--- src/rtl/io_tile_pkg.sv ---
// rtl/io_tile_pkg.sv - shared sizing and config field layout for the parametrised IO tile
// Contents: clog2 with a floor of 1, per-pad config width, chain length,
//           pad/track field offsets within the shadow, pad control bit indices.
package io_tile_pkg;

  // Position of each pad control bit, counted from the end of out_sel.
  localparam int OUT_EN_REL  = 0;
  localparam int OUT_REG_REL = 1;
  localparam int IN_REG_REL  = 2;

  // A select field always has at least one bit, even for a single source.
  function automatic int clog2_min1(input int n);
    int r;
    r = 0;
    while ((1 << r) < n) r++;
    return (r < 1) ? 1 : r;
  endfunction

  function automatic int pad_w(input int ic_width);
    return clog2_min1(ic_width) + 3;
  endfunction

  function automatic int config_width(input int num_io, input int ic_width);
    return num_io * pad_w(ic_width) + ic_width * clog2_min1(num_io);
  endfunction

  function automatic int pad_off(input int i, input int pw);
    return i * pw;
  endfunction

  function automatic int trk_off(input int j, input int num_io, input int pw, input int sel_io_w);
    return num_io * pw + j * sel_io_w;
  endfunction

  function automatic int out_en_idx(input int sel_ic_w);
    return sel_ic_w + OUT_EN_REL;
  endfunction

  function automatic int out_reg_idx(input int sel_ic_w);
    return sel_ic_w + OUT_REG_REL;
  endfunction

  function automatic int in_reg_idx(input int sel_ic_w);
    return sel_ic_w + IN_REG_REL;
  endfunction

endpackage

--- src/rtl/io_tile_config_chain.sv ---
// rtl/io_tile_config_chain.sv - config shift register with commit shadow and load-complete flag
// Ports: clock, reset (sync, active-high); config_in/config_enable shift one bit;
//        config_commit copies the shift register into shadow; config_out is the
//        chain MSB; config_done flags CONFIG_WIDTH shifts since reset/commit;
//        shadow is the configuration the data paths actually use.
module io_tile_config_chain
  import io_tile_pkg::*;
#(
  parameter int CONFIG_WIDTH = 48
) (
  input  logic                    clock,
  input  logic                    reset,
  input  logic                    config_in,
  input  logic                    config_enable,
  input  logic                    config_commit,
  output logic                    config_out,
  output logic                    config_done,
  output logic [CONFIG_WIDTH-1:0] shadow
);

  localparam int CNT_W = clog2_min1(CONFIG_WIDTH + 1);
  localparam logic [CNT_W-1:0] CNT_MAX = CNT_W'(CONFIG_WIDTH);

  logic [CONFIG_WIDTH-1:0] sr;
  logic [CNT_W-1:0]        count;
  logic [CNT_W-1:0]        count_next;

  // A commit restarts the count; a shift in the same cycle is the first
  // bit of the next load, so it starts at one.
  always_comb begin
    count_next = count;
    if (config_commit) begin
      count_next = config_enable ? CNT_W'(1) : '0;
    end else if (config_enable && (count != CNT_MAX)) begin
      count_next = count + CNT_W'(1);
    end
  end

  always_ff @(posedge clock) begin
    if (reset) begin
      sr          <= '0;
      shadow      <= '0;
      count       <= '0;
      config_done <= 1'b0;
    end else begin
      if (config_enable) begin
        sr <= {sr[CONFIG_WIDTH-2:0], config_in};
      end
      // Shadow takes the pre-shift contents when shift and commit coincide.
      if (config_commit) begin
        shadow <= sr;
      end
      count       <= count_next;
      // Flag from the next count so it lines up with the counter itself.
      config_done <= (count_next == CNT_MAX);
    end
  end

  assign config_out = sr[CONFIG_WIDTH-1];

endmodule

--- src/rtl/io_tile_param_top.sv ---
// rtl/io_tile_param_top.sv - perimeter IO tile: config chain plus pad/track muxes and data registers
// Ports: clock, reset (sync, active-high); config_in/config_enable/config_commit
//        drive the config chain, config_out daisy-chains to the next tile,
//        config_done flags a full load; data_from_io/data_to_io face the pads,
//        data_from_ic/data_to_ic face the interconnect tracks.
module io_tile_param_top
  import io_tile_pkg::*;
#(
  parameter int NUM_IO   = 4,
  parameter int IC_WIDTH = 10
) (
  input  logic                clock,
  input  logic                reset,
  input  logic                config_in,
  input  logic                config_enable,
  input  logic                config_commit,
  output logic                config_out,
  output logic                config_done,
  input  logic [NUM_IO-1:0]   data_from_io,
  output logic [NUM_IO-1:0]   data_to_io,
  input  logic [IC_WIDTH-1:0] data_from_ic,
  output logic [IC_WIDTH-1:0] data_to_ic
);

  localparam int SEL_IC_W     = clog2_min1(IC_WIDTH);
  localparam int SEL_IO_W     = clog2_min1(NUM_IO);
  localparam int PAD_W        = pad_w(IC_WIDTH);
  localparam int CONFIG_WIDTH = config_width(NUM_IO, IC_WIDTH);
  localparam int IC_EXT       = 1 << SEL_IC_W;
  localparam int IO_EXT       = 1 << SEL_IO_W;

  logic [CONFIG_WIDTH-1:0] shadow;
  logic [IC_EXT-1:0]       ic_ext;
  logic [IO_EXT-1:0]       p_ext;
  logic [NUM_IO-1:0]       gated;
  logic [NUM_IO-1:0]       pad_in;
  logic [NUM_IO-1:0]       q_out;
  logic [NUM_IO-1:0]       q_in;

  io_tile_config_chain #(
    .CONFIG_WIDTH(CONFIG_WIDTH)
  ) u_chain (
    .clock        (clock),
    .reset        (reset),
    .config_in    (config_in),
    .config_enable(config_enable),
    .config_commit(config_commit),
    .config_out   (config_out),
    .config_done  (config_done),
    .shadow       (shadow)
  );

  // Zero-extend both source buses to the full select range so any
  // out-of-range select reads 0 without a compare.
  always_comb begin
    ic_ext                 = '0;
    ic_ext[IC_WIDTH-1:0]   = data_from_ic;
    p_ext                  = '0;
    p_ext[NUM_IO-1:0]      = pad_in;
  end

  for (genvar i = 0; i < NUM_IO; i++) begin : g_pad
    localparam int OFS = pad_off(i, PAD_W);
    logic [SEL_IC_W-1:0] out_sel;
    logic                out_en;
    logic                out_reg;
    logic                in_reg;

    assign out_sel = shadow[OFS +: SEL_IC_W];
    assign out_en  = shadow[OFS + out_en_idx(SEL_IC_W)];
    assign out_reg = shadow[OFS + out_reg_idx(SEL_IC_W)];
    assign in_reg  = shadow[OFS + in_reg_idx(SEL_IC_W)];

    assign gated[i]      = out_en & ic_ext[out_sel];
    assign data_to_io[i] = out_reg ? q_out[i] : gated[i];
    assign pad_in[i]     = in_reg ? q_in[i] : data_from_io[i];
  end

  for (genvar j = 0; j < IC_WIDTH; j++) begin : g_trk
    localparam int OFS = trk_off(j, NUM_IO, PAD_W, SEL_IO_W);
    assign data_to_ic[j] = p_ext[shadow[OFS +: SEL_IO_W]];
  end

  // Pipeline registers capture every cycle so a registered mode switched
  // on by a commit already holds the commit-cycle value.
  always_ff @(posedge clock) begin
    if (reset) begin
      q_out <= '0;
      q_in  <= '0;
    end else begin
      q_out <= gated;
      q_in  <= data_from_io;
    end
  end

endmodule

--- config.mk ---
export PLATFORM = sky130hd
export DESIGN_NAME = io_tile_param_top
export DESIGN_NICKNAME = d
export VERILOG_FILES = /design/src/rtl/io_tile_pkg.sv /design/src/rtl/io_tile_config_chain.sv /design/src/rtl/io_tile_param_top.sv
export SDC_FILE = /design/constraint.sdc
export NUM_CORES = 1
export LEC_CHECK = 0
export ABC_AREA = 1
export CELL_PAD_IN_SITES_DETAIL_PLACEMENT = 0
export CELL_PAD_IN_SITES_GLOBAL_PLACEMENT = 1
export CORE_MARGIN = 10
export CORE_UTILIZATION = 30
export DETAILED_ROUTE_END_ITERATION = 7
export GPL_TIMING_DRIVEN = 0
export PLACE_DENSITY_LB_ADDON = 0.2
export SLEW_MARGIN = 20
export SYNTH_ARGS = -nofsm -noshare
export SYNTH_HDL_FRONTEND = slang
export SYNTH_SLANG_ARGS = --single-unit
--- constraint.sdc ---
create_clock -name clock -period 1.8 [get_ports clock]
set_input_delay 0.36 -clock clock [delete_from_list [all_inputs] [get_ports clock]]
set_output_delay 0.36 -clock clock [all_outputs]
set_load 0.01 [all_outputs]
Yosys cells after proc, flatten, opt, wreduce, memory -nomap -nowiden
Cells that the tools add are included.
{ "word_totals": {"register_bits": 111, "output_inout_bits": 16} }
{ "classes": {"add_sub_neg": 1, "magnitude_cmp": 14, "n_eq_ne": 2, "n_mux": 39, "bitwise": 4, "n_reduce_logical": 1} }
{ "op_table": {"columns": ["op", "n"], "rows": [
  ["less-than comparator 2 x 3 -> 1 bit, second input constant", 10],
  ["two-way mux 1 bit", 23],
  ["binary-select mux 1 bit (select 2 bit)", 10],
  ["less-than comparator 4 x 5 -> 1 bit, second input constant", 4],
  ["binary-select mux 1 bit (select 4 bit)", 4],
  ["two-way mux 6 bit", 2],
  ["adder 6 x 1 -> 6 bit, second input constant", 1],
  ["== test 6 bit, second input constant", 1],
  ["inequality test 6 bit, second input constant", 1],
  ["bitwise AND 1 bit", 4],
  ["logical AND 1 bit", 1]
]} }

Longest topological paths before layout
Gate-level depths: netlist of the first run.
{ "depth": {"depth_word": 5, "ltp_mapped": 11, "ltp_nobuf": 11} }

Hierarchy
A second synthesis of the first run with hierarchy kept.
{ "unflattened": {"hier_cells": 688, "hier_area_um2": 4745.8} }
{ "by_module_without_submodules": {"columns": ["mod", "n_inst", "cells_each", "area_each_um2", "seq_area_each_um2"], "rows": [
  ["io_tile_config_chain", 1, 478, 3689.8, 2062.0],
  ["io_tile_param_top", 1, 210, 1056.0, 160.2]
]} }

Least setup slack after synthesis of the first run
Ideal clock, no wire load.
{ "synth_path": {"path_type": "input port to output port", "startpoint": "input port data_from_io[3]", "endpoint": "output port data_to_ic[0]", "arrival_ns": 1.026, "required_ns": 1.440, "path_slack_ns": 0.414, "path_stages": 4, "cell_sequence": "inv_1 o21ai_2 nand2_1 a32oi_1"} }
{ "synth_between": {"elab_chain_len": 3} }
{ "synth_lines": {"columns": ["element", "line", "text"], "rows": [
  ["from (decl)", "io_tile_param_top.sv:19", "input logic [NUM_IO-1:0] data_from_io,"],
  ["two-way mux 1 bit", "io_tile_param_top.sv:76", "assign pad_in[i] = in_reg ? q_in[i] : data_from_io[i];"],
  ["binary-select mux 1 bit (select 2 bit)", "io_tile_param_top.sv:81", "assign data_to_ic[j] = p_ext[shadow[OFS +: SEL_IO_W]];"],
  ["two-way mux 1 bit (not written as such)", "io_tile_param_top.sv:81", null],
  ["to (decl)", "io_tile_param_top.sv:22", "output logic [IC_WIDTH-1:0] data_to_ic"]
]} }
No other way between the ends. The select of a mux whose other input is x is not followed.

Final worst setup path of the first run
{ "layout_path": {"startpoint": "register u_chain.shadow[6]", "endpoint": "output port data_to_ic[3]"} }
{ "layout_between": {"elab_chain_len": 3} }
{ "layout_lines": {"columns": ["element", "line", "text"], "rows": [
  ["from (decl)", "io_tile_config_chain.sv:18", "output logic [CONFIG_WIDTH-1:0] shadow"],
  ["from (signal assigned)", "io_tile_config_chain.sv:51", "shadow <= sr;"],
  ["two-way mux 1 bit", "io_tile_param_top.sv:76", null],
  ["binary-select mux 1 bit (select 2 bit)", "io_tile_param_top.sv:81", null],
  ["two-way mux 1 bit (not written as such)", "io_tile_param_top.sv:81", null]
]} }
No other way between the ends. The select of a mux whose other input is x is not followed.

==> results.md, run 1 <==
- Worst slew pin tran: 0.694 ns
- Area of the core: 15,800 µm²
- Ant diodes: 0
- Fillers: 1,677
- Outcome: complete, but fails checks
- Skew final: 0.00755 ns
- H-tree Lvls: 3
- CP Max Fanout: 5
- Setup_tns: -0.371 ns
- Fin worst setup slack: -0.0865 ns
- Post-synthesis net count: approximately 690
- Worst-Skew Late Latency: 0.35 ns
- Die Ht: 146 µm
- Post-Route WL: 14.3 mm
- List of most frequent post-synthesis cells: nand2_1 (231), dfxtp_1 (111), a21oi_1 (78), inv_1 (52), nor2_1 (43)
- Endpoint class of the critical path: primary output
- Final worst-path cycle share: 105%
- Initial antenna violation count: 0
- Row cnt: 46
- Power density over the cells: 861 nW/µm²
- Critical Path RT: approximately 1.4 ns
- Clk slew on worst S/H paths: 0.08 ns
- CTS tree: built
- Iteration-0 DRC Markers: 230
- Detailed-route via count: roughly 4,500
- WL/cell: 15.1 µm
- Post-Synthesis Cell Area: 4790 µm²
- Worst Path Arrival: about 1.5 ns
- Post-synthesis cell type count: 28
- DP HPWL: 9.45 mm
- # nets final: 747
- Unrepaired setup endpoints after global routing: true
- IO Count: 35
- Final Critical Period: between 1.5 and 2 ns
- Failing checks: setup timing
- Tot GR Track Use: 13.1%
- Initial core utilization: 30.4%
- Drt drc: 0
- Area share of the largest cell type after synthesis: a little under half
- Core Util, Final: 39.4%
- Layout area overhead: 29.8%
- Top cells by area, synth: dfxtp_1 (46%), nand2_1 (18%), a21oi_1 (8.1%)
- Num CTS Buffers: 9
- DRT Pass-1 Iters: 4
- Yosys reg bits: around 110
- Count leader, synth: nand2_1
- Via-to-Cell Ratio: between 4 and 5
- Detail Route Antenna Nets: 0
- Fmax: approximately 530 MHz
- Hold Violations, Final: 0
- CTS root buf: clkbuf_16
- Final setup viols: 10
- Worst vdd ir: 0.000469 V
- I/O Buffers: 33
- Remaining global-route overflow: 0
- Final slew viol count: 0
- R2r startpoint: u_chain.shadow[7]$_SDFFE_PP0P_
- Worst Setup SP: u_chain.shadow[6]$_SDFFE_PP0P_
- First-pass GRT wire length: 22.7 mm
- Hold Crit Start: data_from_io[2]
- Min-Delay Path Class: in -> reg
- Leading area contributor after synthesis: dfxtp_1
- Number of synthesis warnings: 0
- Register area share after synthesis: 46.4%
- Deepest clock path buffer count: 2
- Setup crit start kind: flip-flop
- Largest net degree at the start of global routing: 19
- Die Width: about 150 µm
- Prevailing post-synth register cell: dfxtp_1
- GP Congestion: 0.798
- Crit Path Category: reg -> out
- Vias in the first global route: approximately 4,400
- Max Cap Viol: 0
- Max-slew headroom: between 50% and 60%
- Share of async-settable or async-resettable flops after synthesis: 0%
- LEAKAGE: 2.28 nW
- Die Footprint: 21,400 µm²
- Layout cells sized above 1: 25.7%
- CTS Sinks: 111
- EDFF count, synth: 0
- Avg Cell Area, Syn: 7.21 µm²
- Gate count after technology mapping: between 600 and 700
worst max-delay path, cell delays in order, from the launching register on:
cell and delay [ns]:
dfxtp_4 0.36, o21ai_4 0.21, buf_12 0.17, nand2_4 0.05, a32oi_2 0.20, buf_2 0.17
path summary, 6_finish.rpt:
check,endpoint,slack [ns],cells past startpoint
min,q_in[2]$_SDFF_PP0_,0.37,3
min reg2reg,q_out[3]$_SDFF_PP0_,0.46,2
max,data_to_ic[3],-0.09,5
max reg2reg,q_out[1]$_SDFF_PP0_,0.24,13
cells by family after synthesis:
group,Yosys count,share of synthesized area [%]
buffers and inverters,94,8.48
AND/OR/NAND/NOR,327,28.1
adder cells (fa/ha/maj),2,0.522
flip-flops,111,46.4
AO/OA/AOI/OAI,131,16.5
sequential cells by signal (all words and copies together), names as in the netlist:
register and flops:
u_chain.count 6, u_chain.sr 48, q_in 4, u_chain.config_done 1, q_out 4, u_chain.shadow 48
cell type report:
type                    instances  area [µm²]  share of cell area (%)
repair buffers                 54         507                    8.15
inverters                      56         220                    3.54
flip-flops and latches        111        2260                    36.3
multi-input cells             460        2460                    39.5
clock buffers                  10         239                    3.84
plain buffers                  34         176                    2.84
clock inverters                 6        91.3                    1.47
well taps                     216         270                    4.34
report_power, final:
part	switching [W]	leakage, nW	internal (W)
logic	0.000364	1.21	0.000236
registers	0.0000427	0.908	0.00249
clock network	0.000958	0.163	0.00127
routing by layer:
layer / wire length [µm] / global-route usage, % / share of wire (%)
met4: 263 / 4.85 / 1.8
met3: 467 / 2.04 / 3.3
met2: 6890 / 22.2 / 48
met1: 6680 / 16.4 / 47
met5: 0 / 0 / 0
placed cells by master, fill, tap and decap left out, drive strengths merged, types with 9 or more instances in the layout:
master       count
nand2          232
dfxtp          111
a21oi           78
inv             57
buf             56
nor2            47
nand3           37
a211oi          30
clkbuf          23
dlygate4sd2     14
a32oi           10
nand4            9
o21ai            9
repair_timing:
item | 4_1_cts | 5_1_grt
setup endpoints to repair | 14 | 15
pin swaps | 31 | 30
gates resized for setup | 137 | 68
setup buffers | 19 | 2
cloned | 3 | 0
hold buffers | 0 | 0
through the flow:
step / cell area (µm²) / setup slack, ns / hold slack (ns) / cells / power [W]
final: 6220 / -0.0865 / 0.366 / 947 / 0.00536
after global routing: 6220 / -0.119 / 0.406 / 947 / 0.00557
after CTS: 6050 / -0.0862 / 0.361 / 948 / 0.00538
after detailed placement: 5390 / -0.926 / 0.447 / 914 / 0.00307
after global placement: 5390 / -0.947 / 0.445 / 914 / 0.00307
after floorplan: 4790 / 0.414 / 0.431 / 665 / 0.00287
Power figures use the tool's default switching activity.
==> run 2, diff against run 1 <==
Settings changed: ABC_AREA 1 to not set, CTS_CLUSTER_SIZE set to 20.
==> run 2 against run 1 <==
The run still ends with setup timing left; utilization shrank 2.2 points; synthesized cell count fell by 34%; die area decreased by 1.6%; critical path type unchanged; area after synthesis decreased by 1.8%; global-route usage is 1.7 points lower; clock power is 17% lower.
==> results.md, run 2 <==
- Layout cells sized above 1: 19.2%
- CTS Sinks: 111
- Ant diodes: 0
- Die Width: 145 µm
- Vias in the first global route: 3,379
- DRT Pass-1 Iters: 4
- Worst-Skew Late Latency: 0.34 ns
- Iteration-0 DRC Markers: 134
- Gate count after technology mapping: 439
- Detailed-route via count: 3,280
- Via-to-Cell Ratio: 4.65
- Fmax: 454 MHz
- Hold Buf Count CTS: 0
- Remaining global-route overflow: 0
- Min-Delay Path Class: in -> reg
- Crit Path Category: reg -> out
- Final worst-path cycle share: 122%
- Biggest regs: u_chain.shadow x48, u_chain.sr x48, u_chain.count x6
- Final Critical Period: 2.20 ns
- Endpoint class of the critical path: primary output
- Top cells by area, synth: dfxtp_1 (47%), mux2i_1 (23%), nor2_1 (8.3%)
- First-pass GRT wire length: 19.0 mm
- DP Cell Count: 684
- Post-Synthesis Cell Area: approximately 4700 µm²
- Detail Route Antenna Nets: 0
- Critical Path RT: 1.44 ns
- Area of the core: between 15,000 and 20,000 µm²
- Setup crit start kind: flip-flop
- H-tree Lvls: 3
- Count leader, synth: dfxtp_1
- Largest net degree at the start of global routing: 16
- IO Count: 35
- Post-synthesis cell type count: 34
- LEAKAGE: 2.33 nW
- Num CTS Buffers: 9
- Post-Route WL: roughly 12 mm
- DP HPWL: 7.37 mm
- Die Ht: 145 µm
- CTS tree: built
- Skew final: 0.00526 ns
- Initial antenna violation count: 0
- Hold Violations, Final: 0
- Register area share after synthesis: 47.2%
- WL/cell: 16.7 µm
- Avg Cell Area, Syn: 10.7 µm²
- Core Util, Final: 37.3%
- Failing checks: setup timing
- Post-synthesis net count: 460
- Unrepaired setup endpoints after global routing: true
- CP Max Fanout: 2
- Most frequent cells in the layout: mux2i_1 (106), nor2_1 (104), dfxtp_1 (103), buf_2 (18), mux4_2 (14)
- Deepest clock path buffer count: 2
- Leading cell type in the layout, fill and taps excluded: mux2i_1
- Outcome: complete, but fails checks
- Drt drc: 0
- Final non-filler cell total: 705
- Die Footprint: 21,100 µm²
- Power density over the cells: slightly above 800 nW/µm²
- Worst slew pin tran: around 0.66 ns
- Layout area overhead: 21.4%
- Worst vdd ir: 0.000545 V
- # nets final: 512
- EDFF count, synth: 0
- List of most frequent post-synthesis cells: dfxtp_1 (111), mux2i_1 (106), nor2_1 (104), buf_2 (14), mux4_2 (14)
- Max-slew headroom: 55.9%
- GP Congestion: 0.719
- Row cnt: 45
- Clk slew on worst S/H paths: 0.07 ns
- Initial core utilization: about 30%
- I/O Buffers: 34
- Share of async-settable or async-resettable flops after synthesis: 0%
- Number of synthesis warnings: 0
- CTS root buf: clkbuf_16
- Final slew viol count: 0
- Final setup viols: 14
- Leading area contributor after synthesis: dfxtp_1
- Tot GR Track Use: 11.4%
- Yosys reg bits: 111
- Prevailing post-synth register cell: dfxtp_1
- Area share of the largest cell type after synthesis: 47.2%
- Worst Path Arrival: 1.84 ns
- Pre-CTS WS: -0.897 ns
- Fin worst setup slack: -0.402 ns
- Max Cap Viol: 0
-- run 2: final timing paths --
| check | start | to | slack, ns | cells past startpoint |
|---|---|---|---|---|
| worst min register to register | u_chain.shadow[18]$_SDFFE_PP0P_ | q_out[2]$_SDFF_PP0_ | 0.49 | 1 |
| worst max register to register | u_chain.count[0]$_SDFF_PP0_ | u_chain.config_done$_SDFF_PP0_ | 0.16 | 6 |
| worst min-delay path | data_from_io[2] | q_in[2]$_SDFF_PP0_ | 0.47 | 2 |
| worst max-delay path | u_chain.shadow[14]$_SDFFE_PP0P_ | data_to_io[2] | -0.40 | 5 |
-- run 2: critical path, stage by stage, from the launching register on --
cell,delay (ns)
dfxtp_2,0.35
mux4_2,0.51
a2bb2oi_2,0.15
a32oi_2,0.23
o21ai_2,0.11
buf_2,0.15
-- run 2: layer usage --
metal / part of all wire, % / routed length [µm] / vias up / track usage [%]
li1: - / - / 1638 / -
met4: 0.89 / 105 / 0 / 2.73
met1: 48 / 5670 / 1577 / 14.5
met3: 4.4 / 525 / 8 / 3.60
met5: 0 / 0 / - / 0
met2: 47 / 5500 / 57 / 18.3
-- run 2: area by class of cell --
class	count	area, µm²
buffer	24	111
clock buffer	13	260
clock inverter	1	5.00
fill	1545	9600
inverter	7	26.3
multi-input combinational	296	2410
sequential	111	2240
tap	211	264
timing repair buffer	42	393
-- run 2: repair_timing --
action                                  4_1_cts  5_1_grt
cloned                                        4        0
endpoints found under the hold margin         0        0
resized for setup                            97        9
pin swaps                                     8        8
setup buffers                                 7        1
endpoints found under the setup margin       24       17
-- run 2: kinds of logic after synthesis --
logic type / count (synthesis) / share of synthesized area, %
multiplexers: 128 / 31.2
AO/OA/AOI/OAI: 25 / 4.44
flip-flops: 111 / 47.2
buffers and inverters: 36 / 3.96
AND/OR/NAND/NOR: 133 / 11.9
XOR/XNOR: 4 / 0.745
adder cells (fa/ha/maj): 2 / 0.532
-- run 2: report_power, final --
| group | internal (W) | total (W) | switching (W) |
|---|---|---|---|
| registers | 0.00246 | 0.00247 | 0.0000126 |
| clock network | 0.00100 | 0.00186 | 0.000864 |
| logic | 0.000176 | 0.000384 | 0.000207 |
-- run 2: metrics by stage --
step	cell area (µm²)	total power [W]	hold slack, ns	setup TNS, ns
6_report	5710	0.00472	0.474	-4.59
5_1_grt	5710	0.00492	0.469	-5.58
4_1_cts	5710	0.00478	0.456	-5.15
3_5_place_dp	5310	0.00289	0.486	-38.39
3_3_place_gp	5310	0.00289	0.478	-35.62
2_1_floorplan	4710	0.00274	0.469	0
